==> config.mk <==
export PLATFORM = sky130hd
export DESIGN_NAME = bcd_down_timer
export DESIGN_NICKNAME = d
export VERILOG_FILES = /design/src/rtl/bcd_down_timer.sv
export SDC_FILE = /design/constraint.sdc
export NUM_CORES = 1
export LEC_CHECK = 0
export CAP_MARGIN = 10
export CORE_MARGIN = 5
export CORE_UTILIZATION = 41
export DETAILED_ROUTE_END_ITERATION = 8
export GPL_ROUTABILITY_DRIVEN = 0
export GPL_TIMING_DRIVEN = 0
export PLACE_DENSITY = 0.82
export SLEW_MARGIN = 0
export SYNTH_ARGS = -nofsm -noshare
export SYNTH_HDL_FRONTEND = slang
export SYNTH_SLANG_ARGS = --single-unit
==> constraint.sdc <==
create_clock -name clk -period 1.5 [get_ports clk]
set_input_delay 0.225 -clock clk [delete_from_list [all_inputs] [get_ports clk]]
set_output_delay 0.225 -clock clk [all_outputs]
set_load 0.02 [all_outputs]
==> src/rtl/bcd_down_timer.sv <==
// Two-digit BCD down-counter with load, synchronous clear, hold-or-reload at 00,
// a three-state expiry FSM, and a borrow output for cascading stages.
module bcd_down_timer #(
  parameter int AUTO_RELOAD = 0
) (
  input  logic       clk,
  input  logic       rstn,
  input  logic       clrn,
  input  logic       load,
  input  logic       cnt_en,
  input  logic [7:0] I,
  output logic [7:0] count,
  output logic       borrow,
  output logic       zero,
  output logic       done,
  output logic       busy,
  output logic       expired,
  output logic       bcd_err
);

  localparam bit RELOAD = (AUTO_RELOAD != 0);

  typedef enum logic [1:0] {
    IDLE    = 2'd0,
    ACTIVE  = 2'd1,
    EXPIRED = 2'd2
  } state_t;

  state_t     state, state_nxt;
  logic [7:0] count_q, count_nxt;
  logic [7:0] reload_q, reload_nxt;
  logic       done_q, done_nxt;
  logic       busy_q, expired_q;
  logic       bcd_err_q, bcd_err_nxt;
  logic       dec_req;
  logic [7:0] load_val;
  logic       load_bad;

  function automatic logic [3:0] sat_digit(input logic [3:0] d);
    return (d > 4'd9) ? 4'd9 : d;
  endfunction

  // Only called with a non-zero, valid BCD value.
  function automatic logic [7:0] bcd_dec(input logic [7:0] v);
    if (v[3:0] != 4'd0)
      return {v[7:4], v[3:0] - 4'd1};
    else
      return {v[7:4] - 4'd1, 4'd9};
  endfunction

  assign load_val = {sat_digit(I[7:4]), sat_digit(I[3:0])};
  assign load_bad = (I[7:4] > 4'd9) || (I[3:0] > 4'd9);
  assign dec_req  = cnt_en && !load && clrn;

  assign zero    = (count_q == 8'h00);
  assign borrow  = zero && dec_req;
  assign count   = count_q;
  assign done    = done_q;
  assign busy    = busy_q;
  assign expired = expired_q;
  assign bcd_err = bcd_err_q;

  always_comb begin
    state_nxt   = state;
    count_nxt   = count_q;
    reload_nxt  = reload_q;
    done_nxt    = 1'b0;
    bcd_err_nxt = bcd_err_q;
    if (!clrn) begin
      state_nxt   = IDLE;
      count_nxt   = 8'h00;
      reload_nxt  = 8'h00;
      bcd_err_nxt = 1'b0;
    end else if (load) begin
      count_nxt   = load_val;
      reload_nxt  = load_val;
      bcd_err_nxt = bcd_err_q || load_bad;
      state_nxt   = (load_val != 8'h00) ? ACTIVE : IDLE;
    end else if (cnt_en) begin
      if (zero) begin
        if (RELOAD)
          count_nxt = reload_q;
      end else begin
        count_nxt = bcd_dec(count_q);
        if (count_q == 8'h01) begin
          done_nxt = 1'b1;
          if (!RELOAD && state == ACTIVE)
            state_nxt = EXPIRED;
        end
      end
    end
  end

  always_ff @(posedge clk or negedge rstn) begin
    if (!rstn) begin
      state     <= IDLE;
      count_q   <= 8'h00;
      reload_q  <= 8'h00;
      done_q    <= 1'b0;
      busy_q    <= 1'b0;
      expired_q <= 1'b0;
      bcd_err_q <= 1'b0;
    end else begin
      state     <= state_nxt;
      count_q   <= count_nxt;
      reload_q  <= reload_nxt;
      done_q    <= done_nxt;
      busy_q    <= (state_nxt == ACTIVE);
      expired_q <= (state_nxt == EXPIRED);
      bcd_err_q <= bcd_err_nxt;
    end
  end

endmodule

==> impl_summary.log, run 1 <==
INFO  metric critical_path.cell_chain = inv_2 > ha_4 > or3b_4 > nor4_4 > buf_4
INFO  metric post_synth_edffs = 0
INFO  metric post_drt_via_cell_ratio = around 5.6
INFO  metric insertedDiodeCount = 0
INFO  metric port_buffer_cells = 24
INFO  metric number_of_distinct_standard_cells_referenced_by_the_synthesized_netlist = 38
INFO  metric synth_largest_area_cell = sky130_fd_sc_hd__dfrtp_1
INFO  metric placed_cells_incl_taps = about 160
INFO  metric worst-r2r-cell-count = 8
INFO  metric grt_overflow = 0
INFO  metric yosys_most_used_dff = sky130_fd_sc_hd__dfrtp_1
INFO  metric initial_core_util = 42.3%
INFO  metric clock_tree.buffer_depth = 2
INFO  metric grt_pass1_wl = approximately 4300 microns
INFO  metric track_usage = 16.8%
INFO  metric synth_async_sr_flop_share = 100%
INFO  metric drtPass1Iterations = 4
INFO  metric synthesis.instances = 103
INFO  metric final.period_utilization = 129%
INFO  metric end_kind = output pin
INFO  metric synth-seq-cells = 14
INFO  metric synth.area.top_cells = sky130_fd_sc_hd__dfrtp_1 38%, sky130_fd_sc_hd__ha_1 5.5%, sky130_fd_sc_hd__nor2b_1 4.8%
INFO  metric fmax = ~0.52 GHz
INFO  metric drv_slew = 0
INFO  metric leakage = 0.658 nW
INFO  metric cts_sinks = 14
INFO  metric worst_hold_path_type = input pin to register
INFO  metric startpoint_of_the_most_critical_hold_path = cnt_en
INFO  metric clock_insertion_delay_worst_skew = just under 300 ps
INFO  metric grt_use_met2 = ~30%
INFO  metric sequential_share_of_the_synthesized_area = 38.2%
INFO  metric fillCellCount = 173
INFO  metric worst_slew_margin_rel = 54.5%
INFO  metric finalSetupViolCount = 10
INFO  metric use_met3 = 3.17%
INFO  metric cts_made_buffers = 3
INFO  metric synth.cells.most_frequent = 14 x sky130_fd_sc_hd__dfrtp_1, 8 x sky130_fd_sc_hd__nand2_1
INFO  metric cp_slowest_cell = sky130_fd_sc_hd__dfrtp_2
INFO  metric drtIter0Drc = 19
INFO  metric layoutNonFillerInstCount = 177
INFO  metric clock-skew-final = 3.47 ps
INFO  metric timing_worst_slew_pin_value = 680 ps
INFO  metric setup_slack = -435 ps
INFO  metric vias = 983
INFO  metric buffers_and_inverters_on_the_worst_path = 2
INFO  metric cts.root.buffer_cell = sky130_fd_sc_hd__clkbuf_4
INFO  metric grt_pass1_vias = 946
INFO  metric areaGrowthSynthToFinish = 63.8%
INFO  metric h-tree-depth = 1
INFO  metric rsz_0062_raised_after_global_routing = yes
INFO  metric grt_antenna_before_repair = 0
INFO  metric critical_path.max_fanout = 3
INFO  metric post_synthesis_instance_area = 917 sq um
INFO  metric maximum_number_of_pins_on_one_net_before_global_route_repair = 15
INFO  metric crit-reg2reg-launch = count[5]
INFO  metric rows = 17
INFO  metric critical_path_data_arrival_time = 1710 ps
INFO  metric fin_hold_viols = 0
INFO  metric post-dp-hpwl = 1710 microns
INFO  metric floorplan.die.height = 57.3 microns
INFO  metric nets = 167
INFO  metric path_delay_family = simple AND/OR/NAND/NOR gates
INFO  metric max_cap_violations = 0
INFO  metric avgSynthCellArea = a little under 9 sq um
INFO  metric result_of_the_run = finished, violations left
INFO  metric tritoncts = built
INFO  metric crit_path_max_incr_delay = 420 ps
INFO  metric yosys.area.top_type_share = 38.2%
INFO  metric power.density_cell_area = 803 nW/um^2
INFO  metric crit_type = register to output pin
INFO  metric io_pins = 27
INFO  metric grt_util_met1 = about a fifth
INFO  metric route.antenna.remaining_nets = 0
INFO  metric required_worst_endpoint = 1270 ps
INFO  metric core_region_area = between 2000 and 2500 sq um
INFO  metric grt-busiest-layer = met2
INFO  metric final_layout_size_suffix_gt1_share = between 30% and 40%
INFO  metric yosysWarnings = 0
INFO  metric dieArea = 3280 sq um
INFO  metric fin_crit = roughly 1900 ps
INFO  metric drt_drc_violations_left = 0
INFO  metric min_path_cells = 3
INFO  metric clk_pin_slew_worst_paths = 90 ps
INFO  metric setup-tns-final = -2880 ps
INFO  metric crit_path_start_kind = register
INFO  metric path_depth = 5
INFO  metric dieWidth = 57.3 microns
INFO  metric post_cts_hold_buffer_count = 0
INFO  metric violations = setup timing
INFO  metric yosysMostFrequentCell = sky130_fd_sc_hd__dfrtp_1
INFO  metric detail_route.wl_per_cell = 16.0 microns
INFO  metric detail_route.wirelength = 2830 microns
INFO  metric vdd.ir_drop.worst = roughly 0.44 mV
INFO  metric timing.critical_path.from = count[5]
INFO  metric syn_nets = 120
INFO  metric utilization_after_layout = 69.3%
-- final timing paths --
path	endpoint	slack (ps)
worst max-delay path	borrow	-430
worst min-delay path	count[0]	270
worst max register to register	count[5]	-350
worst min register to register	bcd_err	550
max in group asynchronous	count[0]	680
min in group asynchronous	state[0]	340
-- power breakdown --
group / switching, W / total [W] / internal, W
clock network: 0.000136 / 0.000284 / 0.000148
registers: 0.0000299 / 0.000432 / 0.000402
logic: 0.000241 / 0.000490 / 0.000249
total: 0.000407 / 0.00121 / 0.000799
-- worst min-delay path: stages --
cell and delay, ps:
sky130_fd_sc_hd__buf_4 170, sky130_fd_sc_hd__o21ai_4 80, sky130_fd_sc_hd__a21oi_2 50
-- repair_timing --
action	in CTS	in global routing
setup endpoints to repair	23	14
pin swaps	2	8
buffers inserted	10	8
gates resized for setup	29	19
-- cells by family after synthesis --
| family | Yosys count | synth area share (%) |
|---|---|---|
| AND/OR/NAND/NOR | 47 | 31.5 |
| AO/OA/AOI/OAI | 23 | 15.6 |
| flip-flops | 14 | 38.2 |
| buffers and inverters | 11 | 5.05 |
| adder cells (fa/ha/maj) | 4 | 5.46 |
| XOR/XNOR | 2 | 1.91 |
| multiplexers | 2 | 2.32 |
-- cell usage in the layout (no fill, tap or decap), types with 4 or more instances in the layout --
cell type                         instances
sky130_fd_sc_hd__dlygate4sd2_1            7
sky130_fd_sc_hd__a21oi_2                  4
sky130_fd_sc_hd__buf_6                    6
sky130_fd_sc_hd__clkdlybuf4s50_1         13
sky130_fd_sc_hd__nor2_1                   7
sky130_fd_sc_hd__buf_4                   15
sky130_fd_sc_hd__dfrtp_2                  5
sky130_fd_sc_hd__o21ai_0                  5
sky130_fd_sc_hd__dfrtp_1                  9
sky130_fd_sc_hd__nand2_1                  7
sky130_fd_sc_hd__nor2b_1                  7
-- state kept, by name (all words and copies together), names as in the netlist --
signal and flops:
done 1, expired 1, busy 1, count 8, bcd_err 1, state 2
-- stage by stage --
step	setup slack, ps	power, W	hold WS (ps)	cell area (sq um)
4_1_cts	-441	0.00113	243	1380
2_1_floorplan	-248	0.000653	-70.6	966
6_report	-435	0.00121	265	1500
3_5_place_dp	-724	0.000784	531	1240
5_1_grt	-503	0.00128	254	1500
3_3_place_gp	-705	0.000775	513	1240
-- area by class of cell --
class                      instances  area (sq um)  share of cell area, %
multi-input combinational         78           652                   43.4
sequential                        14           357                   23.7
inverter                           7          28.8                   1.92
tap                               28          35.0                   2.33
clock buffer                       4          36.3                   2.41
timing repair buffer              42           374                   24.9
buffer                             4          20.0                   1.33
-- routing by layer --
layer | vias up | part of all wire, %
met2 | 38 | 50
met5 | - | 0
met3 | 13 | 5.1
met4 | 0 | 3.8
li1 | 460 | -
met1 | 472 | 41
(Power assumes the default switching activity.)
==> inputs of run 2 (changes only) <==
--- a/config.mk
+++ b/config.mk
@@ -5,7 +5,7 @@
 export SDC_FILE = /design/constraint.sdc
 export NUM_CORES = 1
 export LEC_CHECK = 0
-export CAP_MARGIN = 10
+export CAP_MARGIN = 20
 export CORE_MARGIN = 5
 export CORE_UTILIZATION = 41
 export DETAILED_ROUTE_END_ITERATION = 8
==> results of run 2 <==
The final DEF is identical to that of run 1; final timing and power are the same.
